### src/rtl/gpio_cond_pkg.sv
// Shared constants and helpers for the GPIO input conditioner.
package gpio_cond_pkg;

   localparam int unsigned DEFAULT_DEBOUNCE = 25000;  // 1 ms at 25 MHz

   // A programmed limit of zero behaves exactly like a limit of one.
   function automatic int unsigned eff_limit(input int unsigned limit);
      return (limit == 0) ? 1 : limit;
   endfunction

endpackage

### src/rtl/gpio_debounce_bit.sv
// One conditioned input bit: two-flop synchronizer, debounce counter, clean level
// and single-cycle edge pulses.
module gpio_debounce_bit
   import gpio_cond_pkg::*;
#(
   parameter int unsigned CNT_W     = 16,
   parameter logic        RESET_VAL = 1'b0
) (
   input  logic             clk,
   input  logic             rst_n,
   input  logic             raw_in,
   input  logic [CNT_W-1:0] debounce_limit,
   output logic             clean,
   output logic             rise_pulse,
   output logic             fall_pulse
);

   logic             sync1;
   logic             sync2;
   logic [CNT_W-1:0] cnt;
   logic [CNT_W-1:0] last_cnt_c;

   // Count value at which the level is accepted; >= lets a lowered limit act at once.
   always_comb last_cnt_c = CNT_W'(eff_limit(32'(debounce_limit)) - 32'd1);

   always_ff @(posedge clk) begin
      if (!rst_n) begin
         sync1      <= RESET_VAL;
         sync2      <= RESET_VAL;
         clean      <= RESET_VAL;
         cnt        <= '0;
         rise_pulse <= 1'b0;
         fall_pulse <= 1'b0;
      end else begin
         sync1      <= raw_in;
         sync2      <= sync1;
         rise_pulse <= 1'b0;
         fall_pulse <= 1'b0;
         if (sync2 == clean) begin
            cnt <= '0;
         end else if (cnt >= last_cnt_c) begin
            clean      <= sync2;
            cnt        <= '0;
            rise_pulse <= sync2;
            fall_pulse <= ~sync2;
         end else begin
            cnt <= cnt + CNT_W'(1);
         end
      end
   end

endmodule

### src/rtl/gpio_in_conditioner.sv
// Conditions asynchronous board inputs for CoreGPIO GPIO_IN and produces edge
// pulses plus an aggregate event for fabric interrupts.
module gpio_in_conditioner
   import gpio_cond_pkg::*;
#(
   parameter int unsigned           WIDTH     = 2,
   parameter int unsigned           CNT_W     = 16,
   parameter logic [WIDTH-1:0]      RESET_VAL = '0
) (
   input  logic             PCLK,
   input  logic             PRESETN,
   input  logic [WIDTH-1:0] RAW_IN,
   input  logic [CNT_W-1:0] DEBOUNCE_LIMIT,
   output logic [WIDTH-1:0] GPIO_IN_CLEAN,
   output logic [WIDTH-1:0] RISE_PULSE,
   output logic [WIDTH-1:0] FALL_PULSE,
   output logic             EVENT
);

   for (genvar i = 0; i < WIDTH; i++) begin : g_bit
      gpio_debounce_bit #(
         .CNT_W     (CNT_W),
         .RESET_VAL (RESET_VAL[i])
      ) u_bit (
         .clk            (PCLK),
         .rst_n          (PRESETN),
         .raw_in         (RAW_IN[i]),
         .debounce_limit (DEBOUNCE_LIMIT),
         .clean          (GPIO_IN_CLEAN[i]),
         .rise_pulse     (RISE_PULSE[i]),
         .fall_pulse     (FALL_PULSE[i])
      );
   end

   // Aggregate event trails the pulses by one cycle.
   always_ff @(posedge PCLK) begin
      if (!PRESETN) begin
         EVENT <= 1'b0;
      end else begin
         EVENT <= |{RISE_PULSE, FALL_PULSE};
      end
   end

endmodule

### config.mk
export PLATFORM = sky130hd
export DESIGN_NAME = gpio_in_conditioner
export DESIGN_NICKNAME = d
export VERILOG_FILES = /design/src/rtl/gpio_cond_pkg.sv /design/src/rtl/gpio_debounce_bit.sv /design/src/rtl/gpio_in_conditioner.sv
export SDC_FILE = /design/constraint.sdc
export NUM_CORES = 1
export LEC_CHECK = 0
export ABC_AREA = 1
export BUFFER_PORTS_ARGS = -buffer_cell sky130_fd_sc_hd__buf_2
export CORE_ASPECT_RATIO = 0.8
export CORE_MARGIN = 5
export CORE_UTILIZATION = 55
export CTS_CLUSTER_DIAMETER = 50
export DETAILED_ROUTE_END_ITERATION = 16
export PLACE_DENSITY = 0.8
export SETUP_SLACK_MARGIN = 0.2
export SLEW_MARGIN = 0
export SYNTH_ARGS = -nofsm -noshare
export SYNTH_HDL_FRONTEND = slang
export SYNTH_SLANG_ARGS = --single-unit
### constraint.sdc
create_clock -name PCLK -period 5.8 [get_ports PCLK]
set_input_delay 1.16 -clock PCLK [delete_from_list [all_inputs] [get_ports PCLK]]
set_output_delay 1.16 -clock PCLK [all_outputs]
set_load 0.005 [all_outputs]
; Yosys cells after proc, flatten, opt, wreduce, memory -nomap -nowiden
; Cells that the tools add are included.
[totals]
n_memories = 0
register_bits = 43
rom_bits = 0
output_inout_bits = 7
latchBits = 0
ram_bits = 0
in_bits = 20
elab_cells = 36
[classes]
n_shift = 0
addsub = 3
n_mul = 0
mux = 1
reduce_logical = 8
bitwise_logic = 7
div = 0
magnitude_cmp = 2
n_eq_ne = 2
[ops]
columns = cell, n
row1 = adder 16 x 1 -> 16 bit (second input constant), 2
row2 = greater-or-equal comparator 16 bit, 2
row3 = logical NOT 16 bit, 1
row4 = two-way mux 16 bit, 1
row5 = subtractor 16 x 1 -> 16 bit (second input constant), 1
row6 = OR reduction 3 bit, 4
row7 = inverter 1 bit, 7
row8 = AND reduction 2 bit, 2
row9 = OR reduction 4 bit, 1
row10 = equality test 1 bit, 2

; Longest topological paths before layout
[depth]
word_depth = 6
ltp_mapped = 21

; Modules after synthesis
; From an unflattened synthesis, not the netlist that was laid out.
[hier_totals]
cells_unflattened = 481
area_unflattened_um2 = 3394.5
[modules_own_cells]
columns = mod, cells_per_inst, area_per_inst_um2, instances
row1 = gpio_debounce_bit at g_bit[0].u_bit, 241, 1709.1, 1
row2 = gpio_debounce_bit at g_bit[1].u_bit, 235, 1649.1, 1
row3 = gpio_in_conditioner, 5, 36.3, 1

; Least setup slack after synthesis
; No wires, ideal clock.
[synth_timing]
kind = input -> register
startpoint = input DEBOUNCE_LIMIT[13]
endpoint = register g_bit[1].u_bit.cnt[6]
stages = 20
setup_ps = 62
t_required_ps = 5738
slack_ps = 2143
arrival_time_ps = 3595
cell_sequence = or2_1 -> nor3_1 -> nand2_1 -> nand2_1 -> inv_1 -> ha_1 -> nand3_1 -> nor2_2 -> nand3_1 -> nor3_2 -> xnor2_1 -> ha_1 -> nand2_1 -> inv_1 -> nand3_1 -> inv_1 -> a21oi_2 -> nand4_4 -> buf_6 -> nor2_2
[synth_via]
elab_chain_cells = 5
[synth_rtl]
columns = item, line_no
row1 = "start, declared", gpio_in_conditioner.sv:13  ; input logic [CNT_W-1:0] DEBOUNCE_LIMIT,
row2 = logical NOT 16 bit, gpio_cond_pkg.sv:8  ; return (limit == 0) ? 1 : limit;
row3 = two-way mux 16 bit (*), gpio_cond_pkg.sv:8
row4 = subtractor 16 x 1 -> 16 bit (*), gpio_debounce_bit.sv:24  ; always_comb last_cnt_c = CNT_W'(eff_limit(32'(debounce_limit)) - 32'd1);
row5 = greater-or-equal comparator 16 bit (*), gpio_debounce_bit.sv:41  ; end else if (cnt >= last_cnt_c) begin
row6 = OR reduction 3 bit (no source line) (*), -
row7 = "end signal, assigned", gpio_debounce_bit.sv:47  ; cnt <= cnt + CNT_W'(1);
row8 = "end, declared", gpio_debounce_bit.sv:20  ; logic [CNT_W-1:0] cnt;
; Every way passes the cells marked *; elsewhere a longest branch is shown, timed or not.
; A chain may end at the register's enable or synchronous reset.

; Worst setup path in the final report
[layout_timing]
startpoint = input DEBOUNCE_LIMIT[13]
endpoint = register g_bit[1].u_bit.cnt[8]
; Same word-level chain as after synthesis.

==> impl_metrics.csv <==
group,metric,value,unit
cells_and_area,drive_gt1_share,16.9,%
critical_path,worstSetupEndpointType,"register",
power,clkPwrFrac,43.7,%
synth,yosysMostFrequentCell,"nand2_1",
cells_and_area,final_util,60.8,%
routing,drtPass1Iterations,4,
floorplan,rows,24,
cts,cts_buffers,5,
routing,wl_per_cell,12.5,um
critical_path,reg2reg_slack,3.90,ns
routing,drc,0,
sta,setup_ws,1.87,ns
cts,clockBufferDepth,2,
floorplan,die_h,76.0,um
sta,clock_skew,0.00783,ns
synth,synth_nets,450,
placed_design,place_hpwl,5020,um
synth,synth_top_area_share,28.7,%
synth,synthTopCellsByCount,"nand2_1 (69), inv_1 (49), nor2_1 (48)",
routing,routed_wl,6070,um
power,net-switching-power,135,uW
critical_path,critical_path_arrival,4.15,ns
placed_design,gp_congestion,0.964,
sta,max_freq,0.255,GHz
cells_and_area,diodes,0,
power,powerDensity,191,mW/mm2
floorplan,die_area,0.00703,mm2
critical_path,cp_cell_sequence,"buf_2, or2_1, nor3_1, nand2_1, nand2_1, inv_1, ha_1, nand3_1, nor2_2, nand3_1, nor3_2, xnor2_1, ha_1, nand2_1, inv_1, nand3_1, inv_1, a21oi_2, nand4_4, nor2_1",
cells_and_area,multiInputGateArea,0.00187,mm2
synth,synth_ff_type,"dfxtp_1",
cts,cts_max_level,2,
sta,rsz0062_at_grt,"no",
min_path,worst_hold_path_type,"reg -> reg",
power,ir_drop,130,uV
cts,clkTransAtPathRegs,0.08,ns
job,cap_violations,0,
critical_path,critPathSlowestCell,"nand4_4",
critical_path,critPathLaunchType,"input pin",
critical_path,critPathMaxFanout,16,
sta,tns,0,ns
routing,vias,2495,
synth,synthTopCellsByArea,"dfxtp_1 (29%), ha_1 (15%), nand2_1 (8.6%), inv_1 (6.1%), nor2_1 (6.0%)",
cts,cts_tree,"yes",
cells_and_area,seqCellArea,861,um2
sta,whs,0.417,ns
sta,finalSetupViolations,0,
cells_and_area,synthToLayoutAreaGrowth,9.11,%
power,p_int,490,uW
synth,synth_top_area_cell,"dfxtp_1",
grt,grt_pass1_vias,2466,
grt,gr-usage-all-layers,18.3,%
synth,synth-edff-count,0,
sta,slew_headroom,76.8,%
floorplan,core,0.00538,mm2
cts,clock-sinks,43,
routing,drt_iter0_markers,102,
power,p_seq_share,47.7,%
synth,synth_seq_cells,43,
sta,worst_slew_pin_slew,0.347,ns
power,leakagePower,1.43,nW
synth,yosysSeqAreaShare,28.7,%
routing,via_per_inst,5.14,
grt,grt_overflow,0,
cts,postCtsHoldBufs,0,
cts,insertion_delay,0.30,ns
cts,post_cts_buffers,0,
status,status,"finished, final reports clean",
critical_path,cp_slowest_stage_delay,0.31,ns
cts,cts_resized,0,
critical_path,critPathKind,"in -> reg",
floorplan,io_pins,27,
grt,grt_max_degree,17,
grt,grt_pass1_wl,10600,um
sta,hold_viol_final,0,
sta,maxSlewViolCount,0,
cells_and_area,fill_cells,478,
critical_path,cp.required,6.03,ns
cells_and_area,nets,474,
synth,ys_async_sr_fraction,0,%
placed_design,io_buffers,26,
synth,ys.warnings.count,0,
placed_design,place_ws,1.60,ns
synth,synth.avg_cell_area,7.58,um2
cts,clockRootBuffer,"clkbuf_8",
sta,min_period_over_period,67.7,%
sta,fin_crit,3.93,ns
synth,synth.distinct_cells,32,
synth,synthCells,395,
power,comb_power_share,8.6,%
grt,antenna_found_initial,0,
floorplan,die_w,92.5,um
floorplan,initial_utilization,55.7,%
routing,ant_nets,0,
synth,synth.cell_area,0.00300,mm2
power,switching_share,21.6,%
## logic make-up after synthesis
kind of cell | count (synthesis) | synth area share (%)
buffers and inverters | 61 | 8.90
adder cells (fa/ha/maj) | 35 | 14.6
XOR/XNOR | 36 | 10.5
flip-flops | 43 | 28.7
AO/OA/AOI/OAI | 29 | 5.39
AND/OR/NAND/NOR | 191 | 31.8
## placed cells by master, fill, tap and decap left out, types with 2 or more instances in the layout
cell type,instances
nor2_2,15
nor3_1,12
a21oi_1,19
nor3_2,7
buf_2,26
clkbuf_8,5
ha_1,35
xor2_1,20
nand2_1,69
nand4_4,2
inv_2,3
bufinv_16,2
nand3_1,16
a21oi_2,3
o21ai_0,3
nor2_1,48
dfxtp_1,43
nand3_2,2
xnor2_1,16
o21ai_1,2
or2_1,4
nor2_4,2
nand4_1,7
inv_1,49
## layer usage
metal	share of wire, %	track usage [%]	vias up
met2	49	31.6	44
met5	0	0	-
li1	-	-	1311
met3	2.9	3.26	18
met4	2.4	6.82	0
met1	46	22.6	1122
## path summary, 6_finish.rpt
path,start,to,cells after the start
setup / recovery,DEBOUNCE_LIMIT[13],g_bit[1].u_bit.cnt[8],20
hold / removal,g_bit[0].u_bit.sync1,g_bit[0].u_bit.sync2,2
setup reg to reg,g_bit[0].u_bit.cnt[7],g_bit[0].u_bit.cnt[2],7
hold reg to reg,g_bit[0].u_bit.sync1,g_bit[0].u_bit.sync2,2
## through the flow
stage | cell area (um2) | instances | power [mW]
final | 3270 | 485 | 0.625
after CTS | 3270 | 485 | 0.629
after floorplan | 3000 | 395 | 0.340
after global routing | 3270 | 485 | 0.655
after detailed placement | 3140 | 477 | 0.359
after global placement | 3140 | 477 | 0.356
## worst max-delay path: cells and delay by family
kind / cells / cell delay, ns
buffers and inverters: 4 / 0.29
AND/OR/NAND/NOR: 12 / 1.69
AO/OA/AOI/OAI: 1 / 0.26
XOR/XNOR: 1 / 0.26
adder cells (fa/ha/maj): 2 / 0.50
## area by class of cell
class	count	share of cell area, %
Clock buffer	6	2.22
Clock inverter	2	1.84
Inverter	52	5.97
Multi-Input combinational cell	291	57.2
Sequential cell	43	26.3
Tap cell	65	2.49
Timing Repair Buffer	26	3.98
## power groups by stage
stage	sequential (mW)	combinational, mW	clock [mW]
after global routing	0.298	0.0623	0.294
after CTS	0.298	0.0539	0.277
final	0.298	0.0539	0.273
after global placement	0.305	0.0511	0
after floorplan	0.305	0.0351	0
after detailed placement	0.305	0.0536	0
## state kept, by name, summed over array words and instances (netlist names)
register                cells
g_bit.u_bit.sync2           2
g_bit.u_bit.fall_pulse      2
g_bit.u_bit.rise_pulse      2
g_bit.u_bit.sync1           2
g_bit.u_bit.cnt            32
g_bit.u_bit.clean           2
EVENT                       1
(Power assumes the default switching activity.)
